**src/rtl/fifo_read_arbiter_pkg.sv**
```systemverilog
// Shared types and width helpers for the FIFO read-port arbiter.
package fifo_arb_pkg;

  typedef enum logic [1:0] {IDLE, READ, FLUSH} arb_state_t;

  // Burst-length field width: must hold 0..max_burst.
  function automatic int len_w(input int max_burst);
    return $clog2(max_burst + 1);
  endfunction

  // Requester index width; never narrower than one bit.
  function automatic int id_w(input int num_req);
    return (num_req > 1) ? $clog2(num_req) : 1;
  endfunction

  // Stall counter width: must hold 0..timeout.
  function automatic int to_w(input int timeout);
    return $clog2(timeout + 1);
  endfunction

endpackage

```
**src/rtl/fifo_read_arbiter_if.sv**
```systemverilog
// Consumer-side and FIFO-side signals of the read arbiter, bundled.
// slave = arbiter view, master = consumers/FIFO view.
interface fifo_read_arbiter_if
  import fifo_arb_pkg::*;
#(
  parameter int NUM_REQ   = 4,
  parameter int DATA_SIZE = 12,
  parameter int MAX_BURST = 16
);
  localparam int LEN_W = len_w(MAX_BURST);
  localparam int ID_W  = id_w(NUM_REQ);

  logic [NUM_REQ-1:0]       req;
  logic [NUM_REQ*LEN_W-1:0] req_len;
  logic [NUM_REQ-1:0]       grant;
  logic                     fifo_rinc;
  logic                     fifo_rEmpty;
  logic [DATA_SIZE-1:0]     fifo_rData;
  logic [DATA_SIZE-1:0]     dout;
  logic                     dout_valid;
  logic [ID_W-1:0]          dout_id;
  logic                     dout_last;
  logic [NUM_REQ-1:0]       done;
  logic                     aborted;
  logic                     busy;

  modport slave (
    input  req, req_len, fifo_rEmpty, fifo_rData,
    output grant, fifo_rinc, dout, dout_valid, dout_id, dout_last, done, aborted, busy
  );

  modport master (
    output req, req_len, fifo_rEmpty, fifo_rData,
    input  grant, fifo_rinc, dout, dout_valid, dout_id, dout_last, done, aborted, busy
  );

endinterface

```
**src/rtl/fifo_read_arbiter_rr_pick.sv**
```systemverilog
// Round-robin picker: first set req bit at or after rr_ptr, wrapping.
module rr_pick #(
  parameter int NUM_REQ = 4,
  parameter int ID_W    = 2
) (
  input  logic [NUM_REQ-1:0] req,
  input  logic [ID_W-1:0]    rr_ptr,
  output logic [ID_W-1:0]    winner,
  output logic               any_req
);

  int   j;
  logic found;

  // Scan rr_ptr, rr_ptr+1, ... modulo NUM_REQ (NUM_REQ need not be a power of two).
  always_comb begin
    winner  = '0;
    any_req = |req;
    found   = 1'b0;
    j       = 0;
    for (int i = 0; i < NUM_REQ; i++) begin
      j = int'(rr_ptr) + i;
      if (j >= NUM_REQ) j = j - NUM_REQ;
      if (!found && req[j]) begin
        winner = ID_W'(j);
        found  = 1'b1;
      end
    end
  end

endmodule

```
**src/rtl/fifo_read_arbiter.sv**
```systemverilog
// Shares the async FIFO read port among NUM_REQ consumers: round-robin grant,
// burst of pops, tagged data return, completion / timeout-abort pulse.
module fifo_read_arbiter
  import fifo_arb_pkg::*;
#(
  parameter int NUM_REQ   = 4,
  parameter int DATA_SIZE = 12,
  parameter int MAX_BURST = 16,
  parameter int TIMEOUT   = 64
) (
  input  logic                 rclk,
  input  logic                 wrst,
  fifo_read_arbiter_if.slave   bus
);

  localparam int LEN_W = len_w(MAX_BURST);
  localparam int ID_W  = id_w(NUM_REQ);
  localparam int TO_W  = to_w(TIMEOUT);

  arb_state_t           state, state_nxt;
  logic [ID_W-1:0]      rr_ptr, id, winner;
  logic                 any_req;
  logic [LEN_W-1:0]     remaining, win_len, clamp_len;
  logic [TO_W-1:0]      idle_cnt;
  logic                 abort_flag;
  logic [NUM_REQ-1:0]   grant_q;
  logic                 rinc, acc, last_pop, stall_tmo;
  logic [NUM_REQ-1:0]   done_v;
  logic                 aborted_v;
  logic                 dv_q, last_q;
  logic [ID_W-1:0]      did_q;
  logic [DATA_SIZE-1:0] hold_q;

  rr_pick #(.NUM_REQ(NUM_REQ), .ID_W(ID_W)) u_pick (
    .req     (bus.req),
    .rr_ptr  (rr_ptr),
    .winner  (winner),
    .any_req (any_req)
  );

  // Out-of-range lengths (0 or above MAX_BURST) become a full MAX_BURST burst.
  assign win_len   = bus.req_len[winner*LEN_W +: LEN_W];
  assign clamp_len = (win_len == '0 || win_len > LEN_W'(MAX_BURST)) ? LEN_W'(MAX_BURST) : win_len;

  // Next state and combinational outputs; pop request comes straight off registers.
  always_comb begin
    state_nxt = state;
    done_v    = '0;
    aborted_v = 1'b0;
    rinc      = (state == READ) && (remaining != '0);
    acc       = rinc && !bus.fifo_rEmpty;
    last_pop  = acc && (remaining == LEN_W'(1));
    stall_tmo = !acc && (idle_cnt == TO_W'(TIMEOUT - 1));
    case (state)
      IDLE:    if (any_req) state_nxt = READ;
      READ:    if (last_pop || stall_tmo) state_nxt = FLUSH;
      FLUSH: begin
        state_nxt  = IDLE;
        done_v[id] = 1'b1;
        aborted_v  = abort_flag;
      end
      default: state_nxt = IDLE;
    endcase
  end

  // State register.
  always_ff @(posedge rclk or negedge wrst) begin
    if (!wrst) state <= IDLE;
    else       state <= state_nxt;
  end

  // Grant capture, burst counters and round-robin pointer.
  always_ff @(posedge rclk or negedge wrst) begin
    if (!wrst) begin
      grant_q    <= '0;
      rr_ptr     <= '0;
      id         <= '0;
      remaining  <= '0;
      idle_cnt   <= '0;
      abort_flag <= 1'b0;
    end else begin
      case (state)
        IDLE: if (any_req) begin
          grant_q    <= NUM_REQ'(1) << winner;
          id         <= winner;
          remaining  <= clamp_len;
          idle_cnt   <= '0;
          abort_flag <= 1'b0;
          rr_ptr     <= (winner == ID_W'(NUM_REQ - 1)) ? '0 : winner + ID_W'(1);
        end
        READ: begin
          if (acc) begin
            remaining <= remaining - LEN_W'(1);
            idle_cnt  <= '0;
          end else begin
            idle_cnt  <= idle_cnt + TO_W'(1);
          end
          if (stall_tmo) abort_flag <= 1'b1;
        end
        FLUSH: grant_q <= '0;
        default: grant_q <= '0;
      endcase
    end
  end

  // Data return: the FIFO presents the word one cycle after the pop, so only
  // the valid/tag/last qualifiers are delayed; the word itself passes through
  // and is captured to hold dout steady between valid cycles.
  always_ff @(posedge rclk or negedge wrst) begin
    if (!wrst) begin
      dv_q   <= 1'b0;
      last_q <= 1'b0;
      did_q  <= '0;
      hold_q <= '0;
    end else begin
      dv_q   <= acc;
      last_q <= last_pop;
      if (acc)  did_q  <= id;
      if (dv_q) hold_q <= bus.fifo_rData;
    end
  end

  assign bus.grant      = grant_q;
  assign bus.fifo_rinc  = rinc;
  assign bus.dout       = dv_q ? bus.fifo_rData : hold_q;
  assign bus.dout_valid = dv_q;
  assign bus.dout_id    = did_q;
  assign bus.dout_last  = last_q;
  assign bus.done       = done_v;
  assign bus.aborted    = aborted_v;
  assign bus.busy       = (state != IDLE);

endmodule
```
**src/flat_wrapper.sv**
```systemverilog
// flat-port wrapper written by rule: the top's interface ports become plain ports
module fifo_read_arbiter_flat import fifo_arb_pkg::*;
#(
  parameter int NUM_REQ   = 4,
  parameter int DATA_SIZE = 12,
  parameter int MAX_BURST = 16,
  parameter int TIMEOUT   = 64
)
  (rclk, wrst, bus_req, bus_req_len, bus_fifo_rEmpty, bus_fifo_rData, bus_grant, bus_fifo_rinc, bus_dout, bus_dout_valid, bus_dout_id, bus_dout_last, bus_done, bus_aborted, bus_busy);
  fifo_read_arbiter_if #(.NUM_REQ(NUM_REQ), .DATA_SIZE(DATA_SIZE), .MAX_BURST(MAX_BURST)) bus_i ();
  input  logic rclk;
  input  logic wrst;
  input wire logic [$bits(bus_i.req)-1:0] bus_req;
  input wire logic [$bits(bus_i.req_len)-1:0] bus_req_len;
  input wire logic [$bits(bus_i.fifo_rEmpty)-1:0] bus_fifo_rEmpty;
  input wire logic [$bits(bus_i.fifo_rData)-1:0] bus_fifo_rData;
  output wire logic [$bits(bus_i.grant)-1:0] bus_grant;
  output wire logic [$bits(bus_i.fifo_rinc)-1:0] bus_fifo_rinc;
  output wire logic [$bits(bus_i.dout)-1:0] bus_dout;
  output wire logic [$bits(bus_i.dout_valid)-1:0] bus_dout_valid;
  output wire logic [$bits(bus_i.dout_id)-1:0] bus_dout_id;
  output wire logic [$bits(bus_i.dout_last)-1:0] bus_dout_last;
  output wire logic [$bits(bus_i.done)-1:0] bus_done;
  output wire logic [$bits(bus_i.aborted)-1:0] bus_aborted;
  output wire logic [$bits(bus_i.busy)-1:0] bus_busy;
  assign bus_i.req = bus_req;
  assign bus_i.req_len = bus_req_len;
  assign bus_i.fifo_rEmpty = bus_fifo_rEmpty;
  assign bus_i.fifo_rData = bus_fifo_rData;
  assign bus_grant = bus_i.grant;
  assign bus_fifo_rinc = bus_i.fifo_rinc;
  assign bus_dout = bus_i.dout;
  assign bus_dout_valid = bus_i.dout_valid;
  assign bus_dout_id = bus_i.dout_id;
  assign bus_dout_last = bus_i.dout_last;
  assign bus_done = bus_i.done;
  assign bus_aborted = bus_i.aborted;
  assign bus_busy = bus_i.busy;
  fifo_read_arbiter #(.NUM_REQ(NUM_REQ), .DATA_SIZE(DATA_SIZE), .MAX_BURST(MAX_BURST), .TIMEOUT(TIMEOUT)) u_core (.rclk(rclk), .wrst(wrst), .bus(bus_i));
endmodule
```
**config.mk**
```make
export PLATFORM = sky130hd
export DESIGN_NAME = fifo_read_arbiter_flat
export DESIGN_NICKNAME = d
export VERILOG_FILES = /design/src/rtl/fifo_read_arbiter_pkg.sv /design/src/rtl/fifo_read_arbiter_if.sv /design/src/rtl/fifo_read_arbiter_rr_pick.sv /design/src/rtl/fifo_read_arbiter.sv /design/src/flat_wrapper.sv
export SDC_FILE = /design/constraint.sdc
export NUM_CORES = 1
export LEC_CHECK = 0
export ABC_CLOCK_PERIOD_IN_PS = 4550
export CORE_UTILIZATION = 50
export CTS_BUF_LIST = sky130_fd_sc_hd__clkbuf_4
export CTS_CLUSTER_DIAMETER = 80
export CTS_CLUSTER_SIZE = 14
export DETAILED_ROUTE_END_ITERATION = 8
export GPL_ROUTABILITY_DRIVEN = 0
export HOLD_SLACK_MARGIN = 0.02
export PLACE_DENSITY = 0.86
export REMOVE_ABC_BUFFERS = 1
export SYNTH_ARGS = -nofsm -noshare
export SYNTH_HDL_FRONTEND = slang
export SYNTH_SLANG_ARGS = --single-unit
```
**constraint.sdc**
```tcl
create_clock -name rclk -period 4.55 [get_ports rclk]
set_clock_uncertainty 0.15 [all_clocks]
set_input_delay 1.1375 -clock rclk [delete_from_list [all_inputs] [get_ports rclk]]
set_output_delay 1.1375 -clock rclk [all_outputs]
set_load 0.05 [all_outputs]
```
# After elaboration in Yosys (flattened, before gate mapping)
# Cells that the tools add are included.
# totals
output_inout_bits	27
reg_bits	39
# classes
n_mux	44
n_shift	2
magnitude_cmp	11
bitwise_logic	1
n_addsub	10
eq_ne	9
n_reduce_logical	27
n_mul	1
# ops
cell	count
$lt A32 B4 Y1 const B	4
$mux W32	4
$shiftx A20 B6 Y5	1
$mux W1	15
$mux W5	3
$mux W2	7
$mux W7	2
$pmux W7 S2	1
$mux W12	1
$sub A3 B3 Y4 const B	3
$pmux W5 S2	1
$ge A3 B3 Y1 const B	3
$bmux W1 S2	4
$logic_and A1 B1 Y1	8
$mux W4	2
$pmux W4 S2	1
$reduce_and A2 Y1	4
$add A7 B1 Y7 const B	1
$eq A7 B6 Y1 const B	1
$add A2 B2 Y3 const B	2
$ne A2 B1 Y1 const B	3
$reduce_and A3 Y1	2
$eq A5 B1 Y1 const B	1
$gt A5 B5 Y1 const B	1
other kinds (23)	30

# Depth between registers and ports, before layout
# Gate-level depths: netlist of run 1.
# logic_depth
word_depth	22
depth_mapped	11
depth_no_buf	10

# By module
# A second synthesis of run 1 with hierarchy kept.
# unflattened
cells_unflattened	198
area_unflattened_um2	2137.0
# by_module_without_submodules
mod	n_inst	seq_area_each_um2	area_per_inst_um2	cells_each
fifo_read_arbiter	1	975.9	2059.5	183
rr_pick	1	0.0	77.6	15

# Worst setup path before layout of run 1
# Ideal clock, no wire load.
# synth_timing
path_kind	in2reg
startpoint	input bus_req[2]
endpoint	register u_core.remaining[0]
required_time_ps	4314
t_arrival_ps	3120
slack_ps	1194
setup_time_ps	86
cell_stages	10
path_cell_list	mux2i_1 nor2_1 a311oi_2 buf_6 mux2i_1 mux2_2 nand4_1 ha_1 or3_1 o221ai_2
# synth_between
elab_chain_len	20
elab_cells_between_ends	36
classes_between	mul (1); order compare (1); eq/ne (1); shift (1); mux (22); reduce/logical (10)
# synth_lines
element	line_no	source
start: declaration	flat_wrapper.sv:13	input wire logic [$bits(bus_i.req)-1:0] bus_req;
$bmux W1 S2	fifo_read_arbiter_rr_pick.sv:24	if (!found && req[j]) begin
$mux W1 (not written as such) (2 in a row)	fifo_read_arbiter_rr_pick.sv:24	
$mux W1	fifo_read_arbiter_rr_pick.sv:24	
$logic_not A1 Y1	fifo_read_arbiter_rr_pick.sv:24	
$logic_and A1 B1 Y1	fifo_read_arbiter_rr_pick.sv:24	
$mux W1	fifo_read_arbiter_rr_pick.sv:24	
$logic_not A1 Y1	fifo_read_arbiter_rr_pick.sv:24	
$logic_and A1 B1 Y1	fifo_read_arbiter_rr_pick.sv:24	
[4 not listed]	--	
net u_core.u_pick.winner[0]	fifo_read_arbiter_rr_pick.sv:8	output logic [ID_W-1:0] winner,
$mul A2 B3 Y5 *	fifo_read_arbiter.sv:42	assign win_len = bus.req_len[winner*LEN_W +: LEN_W];
$shiftx A20 B6 Y5 *	fifo_read_arbiter.sv:42	
$gt A5 B5 Y1 or $logic_not A5 Y1 (tied branches)	fifo_read_arbiter.sv:43	assign clamp_len = (win_len == '0 || win_len > LEN_W'(MAX_BURST)) ? LEN_W'(MAX_BURST) : win_len;
$logic_or A1 B1 Y1	fifo_read_arbiter.sv:43	
$mux W5 *	fifo_read_arbiter.sv:43	
$mux W5 *	fifo_read_arbiter.sv:83	IDLE: if (any_req) begin
$pmux W5 S2 *	fifo_read_arbiter.sv:82	case (state)
end signal: assignment	fifo_read_arbiter.sv:86	remaining <= clamp_len;
end signal: assignment	fifo_read_arbiter.sv:93	remaining <= remaining - LEN_W'(1);
end: declaration	fifo_read_arbiter.sv:23	logic [LEN_W-1:0] remaining, win_len, clamp_len;
# Mark *: on every way through the listed nets, which the timed path passes. The rest lies on a longest branch. The select of a mux whose other input is x is not followed.
# A chain may end at the register's enable or synchronous reset.

# Worst setup path in the final report of run 1
# layout_timing
startpoint	input bus_fifo_rData[4]
endpoint	output bus_dout[4]
# layout_between
elab_chain_len	1
# layout_lines
element	line_no	source
start: declaration	flat_wrapper.sv:16	input wire logic [$bits(bus_i.fifo_rData)-1:0] bus_fifo_rData;
$mux W12	fifo_read_arbiter.sv:125	assign bus.dout = dv_q ? bus.fifo_rData : hold_q;
end: declaration	flat_wrapper.sv:19	output wire logic [$bits(bus_i.dout)-1:0] bus_dout;
# No other way between the ends.

==> results of run 1 <==
-- final cells by class --
cell class | count | share of cell area [%]
timing repair buffer | 66 | 23.66
clock buffer | 7 | 1.904
inverter | 7 | 0.9519
clock inverter | 1 | 0.1813
tap | 48 | 2.176
multi-input combinational | 143 | 35.77
sequential | 39 | 35.36
-- logic make-up (layout without fill, tap and decap cells) --
| family | count (synthesis) | count (layout) | synth area share (%) |
|---|---|---|---|
| compound gates | 44 | 44 | 14.52 |
| xor+xnor | 1 | 1 | 0.4324 |
| fa+ha+maj | 8 | 8 | 4.942 |
| buf+inv | 13 | 81 | 3.088 |
| flops | 39 | 39 | 48.18 |
| mux | 27 | 27 | 14.39 |
| simple gates | 63 | 63 | 14.45 |
-- Yosys cell counts (2+ instances only) --
cell type,count
a32oi_1,2
nand3_1,3
nor3_1,3
buf_2,2
ha_1,8
mux2_2,17
o21ai_0,15
o21ai_1,2
and3_1,4
or3_1,3
mux2i_1,10
dfrtp_1,39
nand2_1,20
a21o_1,2
inv_1,6
a21oi_1,9
nand2b_1,2
nor2_1,19
a22o_1,6
nor2b_1,2
-- worst register-to-register path, stage by stage, from the launching register on --
cell and delay, ns:
dfrtp_1 0.48, a21oi_1 0.16, o21ai_1 0.06, o2bb2a_1 0.57
mux2i_1 0.30, mux2_2 0.19, nand4_1 0.10, ha_1 0.32
or3_1 0.43, o21ai_0 0.17
-- state kept, by name, indices dropped and copies added (netlist names), 2 cells and up --
register and flops:
u_core.remaining 5, u_core.bus.grant 4, u_core.bus.dout_id 2, u_core.id 2, u_core.idle_cnt 7, u_core.hold_q 12, u_core.rr_ptr 2, u_core.state 2
-- path summary, 6_finish.rpt --
| check | endpoint | slack (ns) | cells past startpoint |
|---|---|---|---|
| max | bus_dout[4] | 0.67 | 3 |
| min | u_core.bus.dout_id[0]$_DFFE_PN0P_ | 0.35 | 2 |
| max reg2reg | u_core.remaining[1]$_DFFE_PN0P_ | 1.55 | 9 |
| min reg2reg | u_core.bus.dout_id[0]$_DFFE_PN0P_ | 0.35 | 2 |
| max in group asynchronous | u_core.state[1]$_DFFE_PN0P_ | 2.98 | 1 |
| min in group asynchronous | u_core.bus.grant[2]$_DFFE_PN0P_ | 0.73 | 1 |
-- stage by stage --
stage | util (%) | hold slack, ns | total power, mW | worst slack, ns | cells
2_1_floorplan | - | 0.3044 | 1.160 | 0.9368 | 189
6_report | 73.19 | 0.3458 | 1.622 | 0.6714 | 311
4_1_cts | 73.19 | 0.3482 | 1.625 | 0.6578 | 311
3_5_place_dp | 71.67 | 0.3222 | 1.447 | 0.3933 | 303
3_3_place_gp | 71.67 | 0.3107 | 1.415 | 0.5086 | 303
5_1_grt | 73.19 | 0.3738 | 1.725 | 0.5058 | 311
-- metal layers --
layer,vias to the layer above,share of wire [%]
met2,60,47
met5,-,0
met4,0,1.2
met1,835,46
li1,826,-
met3,7,6.0
-- power by group through the flow --
stage                     combinational, mW  sequential [mW]  clock [mW]
after detailed placement              0.877            0.570           0
after global placement                0.857            0.558           0
after CTS                             0.880            0.562       0.184
final                                 0.878            0.563       0.181
after floorplan                       0.528            0.632           0
after global routing                  0.946            0.579       0.200
==> summary.md, run 1 <==
| Metric | Value |
|---|---|
| Status | `finished, final reports clean` |
| Chip width | `65.65 um` |
| I/O Buffers | `65` |
| Crit end category | `primary output` |
| CTS tree | `built` |
| Hold_sp | `u_core.bus.dout_id[0]$_DFFE_PN0P_` |
| Layout area overhead | `36.26%` |
| CP delay by family, top | `buffers and inverters` |
| CTS resizes | `0` |
| Achievable Freq | `257.8 MHz` |
| Number of synthesized register bits | `39` |
| Die Y | `65.65 um` |
| Clock share of power | `11.1%` |
| Antenna Diode Count | `0` |
| Area occupied by multi-input gates | `987.2 um2` |
| Total Negative Setup Slacks | `0 ns` |
| Fin nets | `309` |
| First-pass GRT wire length | `7.514 mm` |
| Dpl cell area | `2703 um2` |
| Logic pwr share | `54.1%` |
| Final WL | `4.494 mm` |
| Synth top area cells | `dfrtp_1 48%, mux2_2 9.5%, ha_1 4.9%` |
| Grt peak-use layer | `met2` |
| Leading area contributor after synthesis | `dfrtp_1` |
| Final instance area | `2760 um2` |
| Worst-skew pair later-pin latency | `0.34 ns` |
| Vias/cell | `5.556` |
| Avg WL per Cell | `14.45 um` |
| Hold Crit Class | `reg -> reg` |
| Initial antenna violation count | `0` |
| Net Sw Power | `738.7 uW` |
| Worst rel slew slack | `38.57%` |
| Cell Chain, Critical Path | `clkdlybuf4s50_1 -> mux2_2 -> clkdlybuf4s50_1` |
| Sw Ratio | `45.56%` |
| Via count | `1728` |
| Synth Area per Inst | `10.39 um2` |
| Share of layout cells above drive strength 1 | `11.79%` |
| P_int | `882.8 uW` |
| Storage element area | `975.9 um2` |
| Sequential power share | `34.7%` |
| VDD IR-drop max | `0.3007 mV` |
| Synth top area share | `48.18%` |
| Initial Utilization | `53.72%` |
| Postcts setup bufs | `0` |
| Met2 Use GR | `37.24%` |
| Fill cells | `280` |
| Clock sink count | `39` |
| Clock Path Buffers | `2` |
| RSZ-0062 raised after global routing | `false` |
| Syn Inst Count | `195` |
| CP Class | `in -> out` |
| Vias in the first global route | `1663` |
| Register area share after synthesis | `48.18%` |
| Total GRT Usage | `22.78%` |
| DRC viols | `0` |
| Yosys Warn Count | `0` |
| Core area | `3771 um2` |
| Met1 Usage GRT | `29.41%` |
| HPWL Detailed | `3.394 mm` |
| Startpoint types | `primary input` |
| Fin crit share | `85.24%` |
| Top_reg_cell synth | `dfrtp_1` |
| Met3 Use GR | `6.424%` |
| Most frequent cells in the layout | `64 x clkdlybuf4s50_1, 39 x dfrtp_1, 20 x nand2_1` |
| EDFF count, synth | `0` |
| Crit Path Max Fanout | `2` |
| Slew at the pin with the worst max-slew slack | `0.9180 ns` |
| Largest stage delay on the critical path | `0.80 ns` |
| Pwr dens | `587.5 nW/um2` |
| Die area | `4310 um2` |
| Arrival @ worst endpoint | `2.59 ns` |
| Setup-failing EPs final | `0` |
| Pin count of the biggest net entering global routing | `40` |
| Overflow after GRT | `0` |
| Crit path from | `bus_fifo_rData[4]` |
| Final Hold Fails | `0` |
| Critical Path RT | `3.26 ns` |
| Routed Antenna Nets | `0` |
| CTS Buf Count | `5` |
| Starting DRT DRC Count | `88` |
| Slowest cell on the critical path | `clkdlybuf4s50_1` |
| RR Startpoint | `u_core.rr_ptr[1]$_DFFE_PN0P_` |
| Leakage Power | `1.233 nW` |
| CTS root buf | `clkbuf_4` |
| H-tree levels | `2` |
| Commonest non-fill, non-tap cell in the layout | `clkdlybuf4s50_1` |
| Synth Cell Area | `2026 um2` |
| CP dominant cell by count | `clkdlybuf4s50_1` |
| Slew Limit Fails | `0` |
| CP bufs+invs | `2` |
| Ys async rst share | `100.0%` |
| Post-route minimum period | `3.879 ns` |
| Clock-pin slew on the worst setup and hold paths | `0.10 ns` |
| Post-synth cell types | `41` |
| IO Count | `66` |
| Rows | `22` |
| Hold-fix buffers, CTS | `0` |
| Max Cap Viol | `0` |
| Drt first pass iters | `4` |
(Power assumes the default switching activity.)
==> run 2, diff against run 1 <==
- ABC_CLOCK_PERIOD_IN_PS: 4550 -> 3750
- CORE_UTILIZATION: 50 -> 47
- PLACE_DENSITY: 0.86 -> 0.81
- clock period: 4.55 -> 3.75 ns (I/O delays scaled with it)
==> run 2 against run 1 <==
Net effect: final area is 1.3% higher; sequential cell count stayed put; setup slack worse by 0.41 ns; critical path depth is 7 higher; via count is 0.87% lower; global-route usage is 1.6 points lower; non-clock buffer count is 6 higher; critical path type is now in -> reg; critical endpoint is now u_core.remaining[0]$_DFFE_PN0P_.
==> summary.md, run 2 (synthesized netlist as in run 1, its figures left out) <==
| Metric | Value |
|---|---|
| Status | `finished, final reports clean (unchanged)` |
| Top flop regs | `u_core.hold_q: 12 flops, u_core.idle_cnt: 7 flops, u_core.remaining: 5 flops (unchanged)` |
| Die Y | `67.65 um (was 65.65 um)` |
| Fill cells | `335 (was 280)` |
| Final Hold Fails | `0 (unchanged)` |
| Die area | `4577 um2 (was 4310 um2)` |
| Pin count of the biggest net entering global routing | `40 (unchanged)` |
| Postcts setup bufs | `0 (unchanged)` |
| Slew Limit Fails | `0 (unchanged)` |
| Max reg flops | `12 (unchanged)` |
| Achievable Freq | `286.7 MHz` |
| Starting DRT DRC Count | `54 (was 88)` |
| Startpoint types | `primary input (unchanged)` |
| Worst rel slew slack | `44.35% (was 38.57%)` |
| RSZ-0062 raised after global routing | `false (unchanged)` |
| I/O Buffers | `65 (unchanged)` |
| HPWL Detailed | `3.386 mm (was 3.394 mm)` |
| Critical Path RT | `3.87 ns (was 3.26 ns)` |
| DRC viols | `0 (unchanged)` |
| Worst-skew pair later-pin latency | `0.34 ns (about the same)` |
| Fin crit share | `93.01%` |
| Tot Pwr | `2.020 mW (was 1.622 mW)` |
| Avg WL per Cell | `13.78 um (was 14.45 um)` |
| VDD IR-drop max | `0.3038 mV (was 0.3007 mV)` |
| Drt first pass iters | `4 (unchanged)` |
| Slew at the pin with the worst max-slew slack | `0.8347 ns (was 0.9180 ns)` |
| Crit end category | `flip-flop (was primary output)` |
| Initial Utilization | `49.92% (was 53.72%)` |
| Core area | `4058 um2 (was 3771 um2)` |
| CTS root buf | `clkbuf_4 (unchanged)` |
| Fin nets | `315 (was 309)` |
| Leakage Power | `1.279 nW (was 1.233 nW)` |
| Setup-failing EPs final | `0 (unchanged)` |
| Dpl cell area | `2720 um2 (was 2703 um2)` |
| Initial antenna violation count | `0 (unchanged)` |
| Chip width | `67.65 um (was 65.65 um)` |
| Final instance area | `2796 um2 (was 2760 um2)` |
| CTS tree | `built (unchanged)` |
| Via count | `1713 (was 1728)` |
| Layout area overhead | `38.05% (was 36.26%)` |
| Most frequent cells in the layout | `52 x clkdlybuf4s50_1, 39 x dfrtp_1, 20 x nand2_1 (was 64 x clkdlybuf4s50_1, 39 x dfrtp_1, 20 x nand2_1)` |
| Antenna Diode Count | `0 (unchanged)` |
| CP bufs+invs | `1 (was 2)` |
| Commonest non-fill, non-tap cell in the layout | `clkdlybuf4s50_1 (unchanged)` |
| Hold Crit Class | `reg -> reg (unchanged)` |
| Clock Path Buffers | `2 (unchanged)` |
| Met3 WL post-DR | `333 um (was 270 um)` |
| H-tree levels | `2 (unchanged)` |
| Met2 wire len | `2.141 mm (was 2.098 mm)` |
| Top sig layer | `met4 (unchanged)` |
| Cell Chain, Critical Path | `clkdlybuf4s50_1 -> a21oi_1 -> o21ai_1 -> o2bb2a_1 -> mux2i_1 -> mux2_2 -> nand4_1 -> ha_1 -> or3_1 -> o221ai_2 (was clkdlybuf4s50_1 -> mux2_2 -> clkdlybuf4s50_1)` |
| Slowest cell on the critical path | `o2bb2a_1 (was clkdlybuf4s50_1)` |
| Vias in the first global route | `1656 (was 1663)` |
| Share of layout cells above drive strength 1 | `17.84% (was 11.79%)` |
| CP delay by family, top | `compound AO/OA/AOI/OAI gates (was buffers and inverters)` |
| Max Cap Viol | `0 (unchanged)` |
| CTS resizes | `0 (unchanged)` |
| Rows | `23 (was 22)` |
| Largest stage delay on the critical path | `0.46 ns (was 0.80 ns)` |
| Overflow after GRT | `0 (unchanged)` |
| Routed Antenna Nets | `0 (unchanged)` |
| Hold-fix buffers, CTS | `0 (unchanged)` |
| Post-route minimum period | `3.488 ns` |
| Crit Path Max Fanout | `8 (was 2)` |
| Clock sink count | `39 (unchanged)` |
| Total GRT Usage | `21.14% (was 22.78%)` |
| IO Count | `66 (unchanged)` |
| Setup slack at placement | `-0.1257 ns (was 0.3933 ns)` |
| First-pass GRT wire length | `7.162 mm (was 7.514 mm)` |
| Vias/cell | `5.370 (was 5.556)` |
| CP Class | `in -> reg (was in -> out)` |
| CTS Buf Count | `5 (unchanged)` |
| Clock-pin slew on the worst setup and hold paths | `0.12 ns (was 0.10 ns)` |
| Metal-1 WL | `1.873 mm (was 2.071 mm)` |
| Post-layout util | `68.92% (was 73.19%)` |
| Biggest register | `u_core.hold_q (unchanged)` |
| Pwr dens | `722.5 nW/um2 (was 587.5 nW/um2)` |
| Arrival @ worst endpoint | `3.61 ns (was 2.59 ns)` |
| Final worst slack | `0.2622 ns (was 0.6714 ns)` |
| Final WL | `4.395 mm (was 4.494 mm)` |
## run 2: changes by cell type in the layout (fill, tap and decap cells not counted)
| cell | before | now |
|---|---|---|
| clkbuf_4 | 7 | 5 |
| buf_4 | 1 | 19 |
| clkinv_1 | 0 | 1 |
| bufinv_16 | 0 | 1 |
| clkdlybuf4s50_1 | 64 | 52 |
## run 2: worst reg2reg max path, cell delays in order, from the launching register on
cell      delay [ns]
dfrtp_1         0.48
a21oi_1         0.16
o21ai_1         0.07
o2bb2a_1        0.46
mux2i_1         0.29
mux2_2          0.18
nand4_1         0.10
ha_1            0.34
or3_1           0.44
o221ai_2        0.17
## run 2: final timing paths
| kind | slack [ns] | endpoint | startpoint | cells past startpoint |
|---|---|---|---|---|
| min in group asynchronous | 0.53 | u_core.state[1]$_DFFE_PN0P_ | wrst | 1 |
| max | 0.26 | u_core.remaining[0]$_DFFE_PN0P_ | bus_req[0] | 10 |
| min | 0.34 | u_core.bus.dout_id[1]$_DFFE_PN0P_ | u_core.bus.dout_id[1]$_DFFE_PN0P_ | 2 |
| max reg2reg | 0.85 | u_core.remaining[0]$_DFFE_PN0P_ | u_core.rr_ptr[1]$_DFFE_PN0P_ | 9 |
| max in group asynchronous | 2.39 | u_core.bus.dout_id[0]$_DFFE_PN0P_ | wrst | 1 |
| min reg2reg | 0.34 | u_core.bus.dout_id[1]$_DFFE_PN0P_ | u_core.bus.dout_id[1]$_DFFE_PN0P_ | 2 |
## run 2: cell type report
cell class                 count  area (um2)  area share (%)
clock buffer                   5       37.54           1.342
clock inverter                 3       38.79           1.387
inverter                       7       26.28          0.9396
multi-input combinational    143       987.2           35.30
sequential                    39       975.9           34.90
tap                           50       62.56           2.237
timing repair buffer          72       668.1           23.89
## run 2: report_power, final
| part | total [mW] | internal (mW) | switching [mW] |
|---|---|---|---|
| clock network | 0.275 | 0.137 | 0.138 |
| registers | 0.678 | 0.562 | 0.116 |
| logic | 1.07 | 0.422 | 0.645 |
## run 2: metrics by stage
stage | setup TNS [ns] | hold slack (ns) | cells
finish | 0 | 0.3376 | 319
detailed placement | -0.4273 | 0.3210 | 311
floorplan | 0 | 0.3044 | 189
global placement | 0 | 0.3094 | 311
global route | 0 | 0.3661 | 319
CTS | 0 | 0.3440 | 319
## run 2: per-layer routing
| layer | vias up | GRT usage, % |
|---|---|---|
| met5 | - | 0 |
| met4 | 0 | 6.383 |
| met3 | 4 | 5.743 |
| met2 | 54 | 38.12 |
| met1 | 816 | 23.94 |
| li1 | 839 | - |
